[src/rtl/serialtopara_rx.sv]
// Receive end of the two-lane serial link: per-lane comma alignment, idle stripping
// and a small payload FIFO per lane with empty/almost-full flags and a shared overflow flag.

// One lane: word aligner FSM, bit counter, shift register and payload FIFO.
// state  | meaning
// SEARCH | hunting for IDLE_WORD on any bit position
// ALIGN  | phase chosen, counting consecutive IDLE_WORDs on word boundaries
// ACTIVE | locked; non-idle words at boundaries are pushed into the FIFO
module serialtopara_rx_lane #(
  parameter int                   DATA_SIZE  = 8,
  parameter logic [DATA_SIZE-1:0] IDLE_WORD  = 8'hBC,
  parameter int                   SYNC_BC    = 4,
  parameter int                   FIFO_DEPTH = 4,
  parameter int                   AF_THRESH  = 3
) (
  input  logic                 clk,
  input  logic                 rst_n,
  input  logic                 in_bit,
  input  logic                 pop,
  output logic [DATA_SIZE-1:0] out_word,
  output logic                 valid_out,
  output logic                 fifo_empty,
  output logic                 fifo_almostfull,
  output logic                 active,
  output logic                 error
);
  localparam int BIT_W = $clog2(DATA_SIZE);
  localparam int PTR_W = $clog2(FIFO_DEPTH);
  localparam int CNT_W = PTR_W + 1;

  typedef enum logic [1:0] {SEARCH, ALIGN, ACTIVE} state_t;

  state_t               state, state_nx;
  logic [DATA_SIZE-1:0] shreg, nxt;
  logic [BIT_W-1:0]     bitcnt, bitcnt_nx;
  logic [3:0]           bc_cnt, bc_cnt_nx;
  logic                 boundary, is_idle, push;

  logic [DATA_SIZE-1:0] mem [FIFO_DEPTH];
  logic [PTR_W-1:0]     wr_ptr, rd_ptr;
  logic [CNT_W-1:0]     count;
  logic                 full, do_pop, do_wr, drop;

  assign nxt      = {shreg[DATA_SIZE-2:0], in_bit};
  assign is_idle  = (nxt == IDLE_WORD);
  assign boundary = (bitcnt == BIT_W'(DATA_SIZE - 1));

  always_ff @(posedge clk or negedge rst_n) begin
    if (!rst_n) begin
      state  <= SEARCH;
      shreg  <= '0;
      bitcnt <= '0;
      bc_cnt <= '0;
    end else begin
      state  <= state_nx;
      shreg  <= nxt;
      bitcnt <= bitcnt_nx;
      bc_cnt <= bc_cnt_nx;
    end
  end

  always_comb begin
    state_nx  = state;
    bc_cnt_nx = bc_cnt;
    bitcnt_nx = boundary ? '0 : bitcnt + BIT_W'(1);
    push      = 1'b0;
    case (state)
      SEARCH: begin
        // Any match fixes the word phase: this edge becomes a boundary.
        bitcnt_nx = '0;
        if (is_idle) begin
          state_nx  = ALIGN;
          bc_cnt_nx = 4'd1;
        end
      end
      ALIGN: begin
        if (boundary) begin
          if (is_idle) begin
            bc_cnt_nx = bc_cnt + 4'd1;
            if (bc_cnt + 4'd1 == 4'(SYNC_BC)) state_nx = ACTIVE;
          end else begin
            state_nx  = SEARCH;
            bc_cnt_nx = '0;
          end
        end
      end
      ACTIVE: push = boundary && !is_idle;
      default: state_nx = SEARCH;
    endcase
  end

  assign full   = (count == CNT_W'(FIFO_DEPTH));
  assign do_pop = pop && (count != '0);
  // A full FIFO still accepts a push when a pop frees a slot on the same edge.
  assign do_wr  = push && (!full || do_pop);
  assign drop   = push && full && !do_pop;

  always_ff @(posedge clk) begin
    if (do_wr) mem[wr_ptr] <= nxt;
  end

  always_ff @(posedge clk or negedge rst_n) begin
    if (!rst_n) begin
      wr_ptr    <= '0;
      rd_ptr    <= '0;
      count     <= '0;
      out_word  <= '0;
      valid_out <= 1'b0;
      error     <= 1'b0;
    end else begin
      valid_out <= do_pop;
      if (do_wr) wr_ptr <= wr_ptr + PTR_W'(1);
      if (do_pop) begin
        out_word <= mem[rd_ptr];
        rd_ptr   <= rd_ptr + PTR_W'(1);
      end
      case ({do_wr, do_pop})
        2'b10:   count <= count + CNT_W'(1);
        2'b01:   count <= count - CNT_W'(1);
        default: count <= count;
      endcase
      if (drop) error <= 1'b1;
    end
  end

  assign fifo_empty      = (count == '0);
  assign fifo_almostfull = (count >= CNT_W'(AF_THRESH));
  assign active          = (state == ACTIVE);
endmodule

module serialtopara_rx #(
  parameter int                   DATA_SIZE  = 8,
  parameter logic [DATA_SIZE-1:0] IDLE_WORD  = 8'hBC,
  parameter int                   SYNC_BC    = 4,
  parameter int                   FIFO_DEPTH = 4,
  parameter int                   AF_THRESH  = 3
) (
  input  logic                 clk,
  input  logic                 reset,
  input  logic                 in0,
  input  logic                 in1,
  input  logic                 pop_0,
  input  logic                 pop_1,
  output logic [DATA_SIZE-1:0] out0,
  output logic [DATA_SIZE-1:0] out1,
  output logic                 valid_out0,
  output logic                 valid_out1,
  output logic                 fifo_empty0,
  output logic                 fifo_empty1,
  output logic                 fifo_almostfull0,
  output logic                 fifo_almostfull1,
  output logic                 active0,
  output logic                 active1,
  output logic                 Error
);
  logic error0, error1;

  serialtopara_rx_lane #(
    .DATA_SIZE(DATA_SIZE), .IDLE_WORD(IDLE_WORD), .SYNC_BC(SYNC_BC),
    .FIFO_DEPTH(FIFO_DEPTH), .AF_THRESH(AF_THRESH)
  ) u_lane0 (
    .clk(clk), .rst_n(reset), .in_bit(in0), .pop(pop_0),
    .out_word(out0), .valid_out(valid_out0), .fifo_empty(fifo_empty0),
    .fifo_almostfull(fifo_almostfull0), .active(active0), .error(error0)
  );

  serialtopara_rx_lane #(
    .DATA_SIZE(DATA_SIZE), .IDLE_WORD(IDLE_WORD), .SYNC_BC(SYNC_BC),
    .FIFO_DEPTH(FIFO_DEPTH), .AF_THRESH(AF_THRESH)
  ) u_lane1 (
    .clk(clk), .rst_n(reset), .in_bit(in1), .pop(pop_1),
    .out_word(out1), .valid_out(valid_out1), .fifo_empty(fifo_empty1),
    .fifo_almostfull(fifo_almostfull1), .active(active1), .error(error1)
  );

  assign Error = error0 | error1;
endmodule

[config.mk]
export PLATFORM = sky130hd
export DESIGN_NAME = serialtopara_rx
export DESIGN_NICKNAME = d
export VERILOG_FILES = /design/src/rtl/serialtopara_rx.sv
export SDC_FILE = /design/constraint.sdc
export NUM_CORES = 1
export LEC_CHECK = 0
export BUFFER_PORTS_ARGS = -buffer_cell sky130_fd_sc_hd__buf_2
export CORE_MARGIN = 2
export CORE_UTILIZATION = 35
export DETAILED_ROUTE_END_ITERATION = 10
export HOLD_SLACK_MARGIN = 0.03
export PLACE_DENSITY = 0.53
export SLEW_MARGIN = 20
export SYNTH_ARGS = -nofsm -noshare
export SYNTH_HDL_FRONTEND = slang
export SYNTH_SLANG_ARGS = --single-unit
[constraint.sdc]
create_clock -name clk -period 4 [get_ports clk]
set_clock_uncertainty 0.2 [all_clocks]
set_input_delay 0.6 -clock clk [delete_from_list [all_inputs] [get_ports clk]]
set_output_delay 0.6 -clock clk [all_outputs]
set_load 0.005 [all_outputs]
==> results.py <==
metrics = {
    "timing": {
        "timing.fmax_mhz": 384,
        "setup_tns_ns": 0,
        "tightest_slew_ns": 0.594,
        "whs_ns": -0.0169,
        "period_share_pct": 65.0,
        "rsz0062_at_grt": "no",
        "hold_violations": 9,
        "setup_viol": 0,
        "finalCriticalPeriod_ns": 2.60,
        "final_max_slew_viol_count": 0,
        "slew_headroom_pct": 60.4,
    },
    "synthesis": {
        "synth_edf_count": 64,
        "synth_top_area_share_pct": 35.6,
        "netlist_top_cells_area": "edfxtp_1 (36%), dfrtp_1 (31%), mux4_2 (6.7%)",
        "ys_types": 51,
        "yosysMostFrequentCell": "dfrtp_1",
        "yosys.area.top_type": "edfxtp_1",
        "syn_area_um2": 5410,
        "yosys_most_used_dff": "dfrtp_1",
        "synth_common_cells": "dfrtp_1 (66), edfxtp_1 (64), nand2_1 (54)",
        "synth_seq_cells": 130,
        "avgSynthCellArea_um2": 15.2,
        "ys_seq_area_share_pct": 66.1,
        "synth_nets": 379,
        "synth-async-reset-ratio_pct": 50.8,
        "synth_cells": 356,
        "yosysWarnings": 0,
    },
    "placed_design": {
        "place_congestion": 0.803,
        "port_buffers": 30,
        "hpwl_um": 6370,
    },
    "finish": {
        "layout-drive-gt1-share_pct": 23.9,
        "final_util_pct": 41.7,
        "layout.nets": 420,
        "area_delta_synth_final_pct": 17.0,
        "antenna_cells": 0,
        "final.fill_count": 1370,
    },
    "drt": {
        "ant_nets": 0,
        "routedWlPerCell_um": 15.8,
        "route.detailed.drc": 0,
        "drt_pass1_iterations": 5,
        "viasPerCell": 4.89,
        "drtIter0Drc": 162,
        "wirelength_um": 9450,
        "route.vias.total": 2924,
    },
    "setup_path": {
        "arrival_ns": 2.73,
        "crit_type": "reg2reg",
        "rr_worst_depth": 9,
        "cp-end-kind": "register",
        "timing.rr.start": "u_lane1.bitcnt[0]",
        "crit_fanout": 7,
        "r2r_setup_slack_ns": 1.40,
        "crit_required_ns": 4.13,
        "startpoint_type": "register",
        "r2r_end": "u_lane1.count[2]",
    },
    "clocking": {
        "worst_skew_pair.late_latency_ns": 0.41,
        "postCtsSetupBuffers": 0,
        "post_cts_resized": 0,
        "clock-sinks": 130,
        "cts_max_level": 4,
        "cts_made_buffers": 17,
        "tritoncts": "yes",
        "cts_buffer_depth": 2,
        "clkTransAtPathRegs_ns": 0.06,
        "hold_buffers": 0,
        "cts_root_buf": "clkbuf_16",
    },
    "flow_run": {
        "maxCapViolations": 0,
    },
    "global_routing": {
        "grt.total_usage_pct": 12.9,
        "grt_pass1_vias": 3098,
        "antenna_found_initial": 0,
        "grt_overflow": 0,
        "grt_pass1_wl_um": 16100,
        "grt_start_max_net_pins": 44,
    },
    "floorplanning": {
        "die_h_um": 128,
        "row_count": 45,
        "ios": 31,
        "start_util_pct": 35.7,
        "dieArea_um2": 16500,
        "die_w_um": 128,
        "core_area_um2": 15100,
    },
    "run_status": {
        "violations": "negative hold slack",
        "outcome": "finished, violations left",
    },
    "pwr": {
        "finalPower_mw": 3.89,
        "ir_drop_mv": 0.277,
        "p_leak_nw": 2.65,
        "power.density_nw_per_um2": 615,
    },
    "min_path": {
        "hold_class": "in2async",
    },
}
-- cells in the final DEF, fill, tap and decap left out, types with 4 or more instances in the layout --
cell type   Yosys  final
nand2_1        54     54
o21ai_0         5      5
nor3_1          4      4
a22oi_1         5      5
mux4_2         16     16
and2_1          9      9
buf_2           8     29
clkbuf_16       0     17
a21o_1          5      5
nor2b_1         8      8
clkinv_4        0      4
xor2_1          5      5
nor2_1         14     14
ha_1           15     15
xnor2_1         6      6
edfxtp_1       64     64
dfrtp_1        66     66
inv_1          10     10
clkinvlp_4      0      4
a21oi_1         6      6
o2bb2ai_1       6      6
-- layout make-up --
type / instances / area, um2 / area share (%)
Inverter: 12 / 45.0 / 0.712
Timing Repair Buffer: 32 / 168 / 2.65
Sequential cell: 130 / 3570 / 56.5
Multi-Input combinational cell: 204 / 1740 / 27.5
Clock inverter: 15 / 136 / 2.16
Tap cell: 188 / 235 / 3.72
Clock buffer: 17 / 425 / 6.73
-- stage by stage --
step | worst slack, ns | instances | instance area [um2]
2_1_floorplan | 1.63 | 356 | 5410
3_3_place_gp | 1.37 | 566 | 5760
3_5_place_dp | 1.25 | 566 | 5760
4_1_cts | 1.36 | 598 | 6320
5_1_grt | 1.20 | 598 | 6320
6_report | 1.40 | 598 | 6320
-- routing by layer --
metal / global-route usage [%] / share of wire (%)
met4: 4.85 / 1.6
met3: 3.80 / 3.6
met5: 0 / 0
met2: 19.6 / 46
met1: 17.5 / 49
-- where the power goes --
part / internal, mW / total, mW / switching [mW]
registers: 1.56 / 1.79 / 0.230
clock network: 0.859 / 1.45 / 0.594
logic: 0.381 / 0.646 / 0.265
total: 2.80 / 3.89 / 1.09
-- worst max-delay path: stages, from the launching register on --
cell and delay, ns:
dfrtp_1 0.35, ha_1 0.15, ha_1 0.31, nand3b_4 0.13, a21oi_1 0.39, nor2_1 0.11, fa_1 0.40, nand2b_1 0.15
o2bb2ai_1 0.17, xor2_1 0.16
-- state kept, by name, indices dropped and copies added, names as in the netlist, 4 cells and up --
register and cells:
u_lane0.mem 32, u_lane0.shreg 7, u_lane0.out_word 8, u_lane1.bc_cnt 4, u_lane1.out_word 8, u_lane0.bc_cnt 4, u_lane1.shreg 7, u_lane1.mem 32
-- cells by family (layout without fill, tap and decap cells) --
| kind of cell | after synthesis | in the layout | share of synthesized area [%] |
|---|---|---|---|
| DFF | 130 | 130 | 66.1 |
| and+or+nand+nor | 113 | 113 | 11.9 |
| AOI/OAI and AO/OA | 43 | 43 | 6.62 |
| buffers and inverters | 22 | 76 | 1.71 |
| muxes | 20 | 20 | 7.71 |
| adders and majority gates | 17 | 17 | 4.21 |
| xor gates and xnor gates | 11 | 11 | 1.78 |
-- worst max-delay path by stage --
stage                            startpoint          endpoint  slack, ns  cells after the start
after floorplan                         in1  u_lane1.count[2]       1.63                      7
after global placement                  in1  u_lane1.count[2]       1.37                      8
after detailed placement                in1  u_lane1.count[2]       1.25                      8
after CTS                 u_lane1.bitcnt[0]  u_lane1.count[2]       1.36                      9
after global routing      u_lane1.bitcnt[0]  u_lane1.count[2]       1.20                      9
final                     u_lane1.bitcnt[0]  u_lane1.count[2]       1.40                      9
Note: power is estimated with default switching activity, not from simulation.
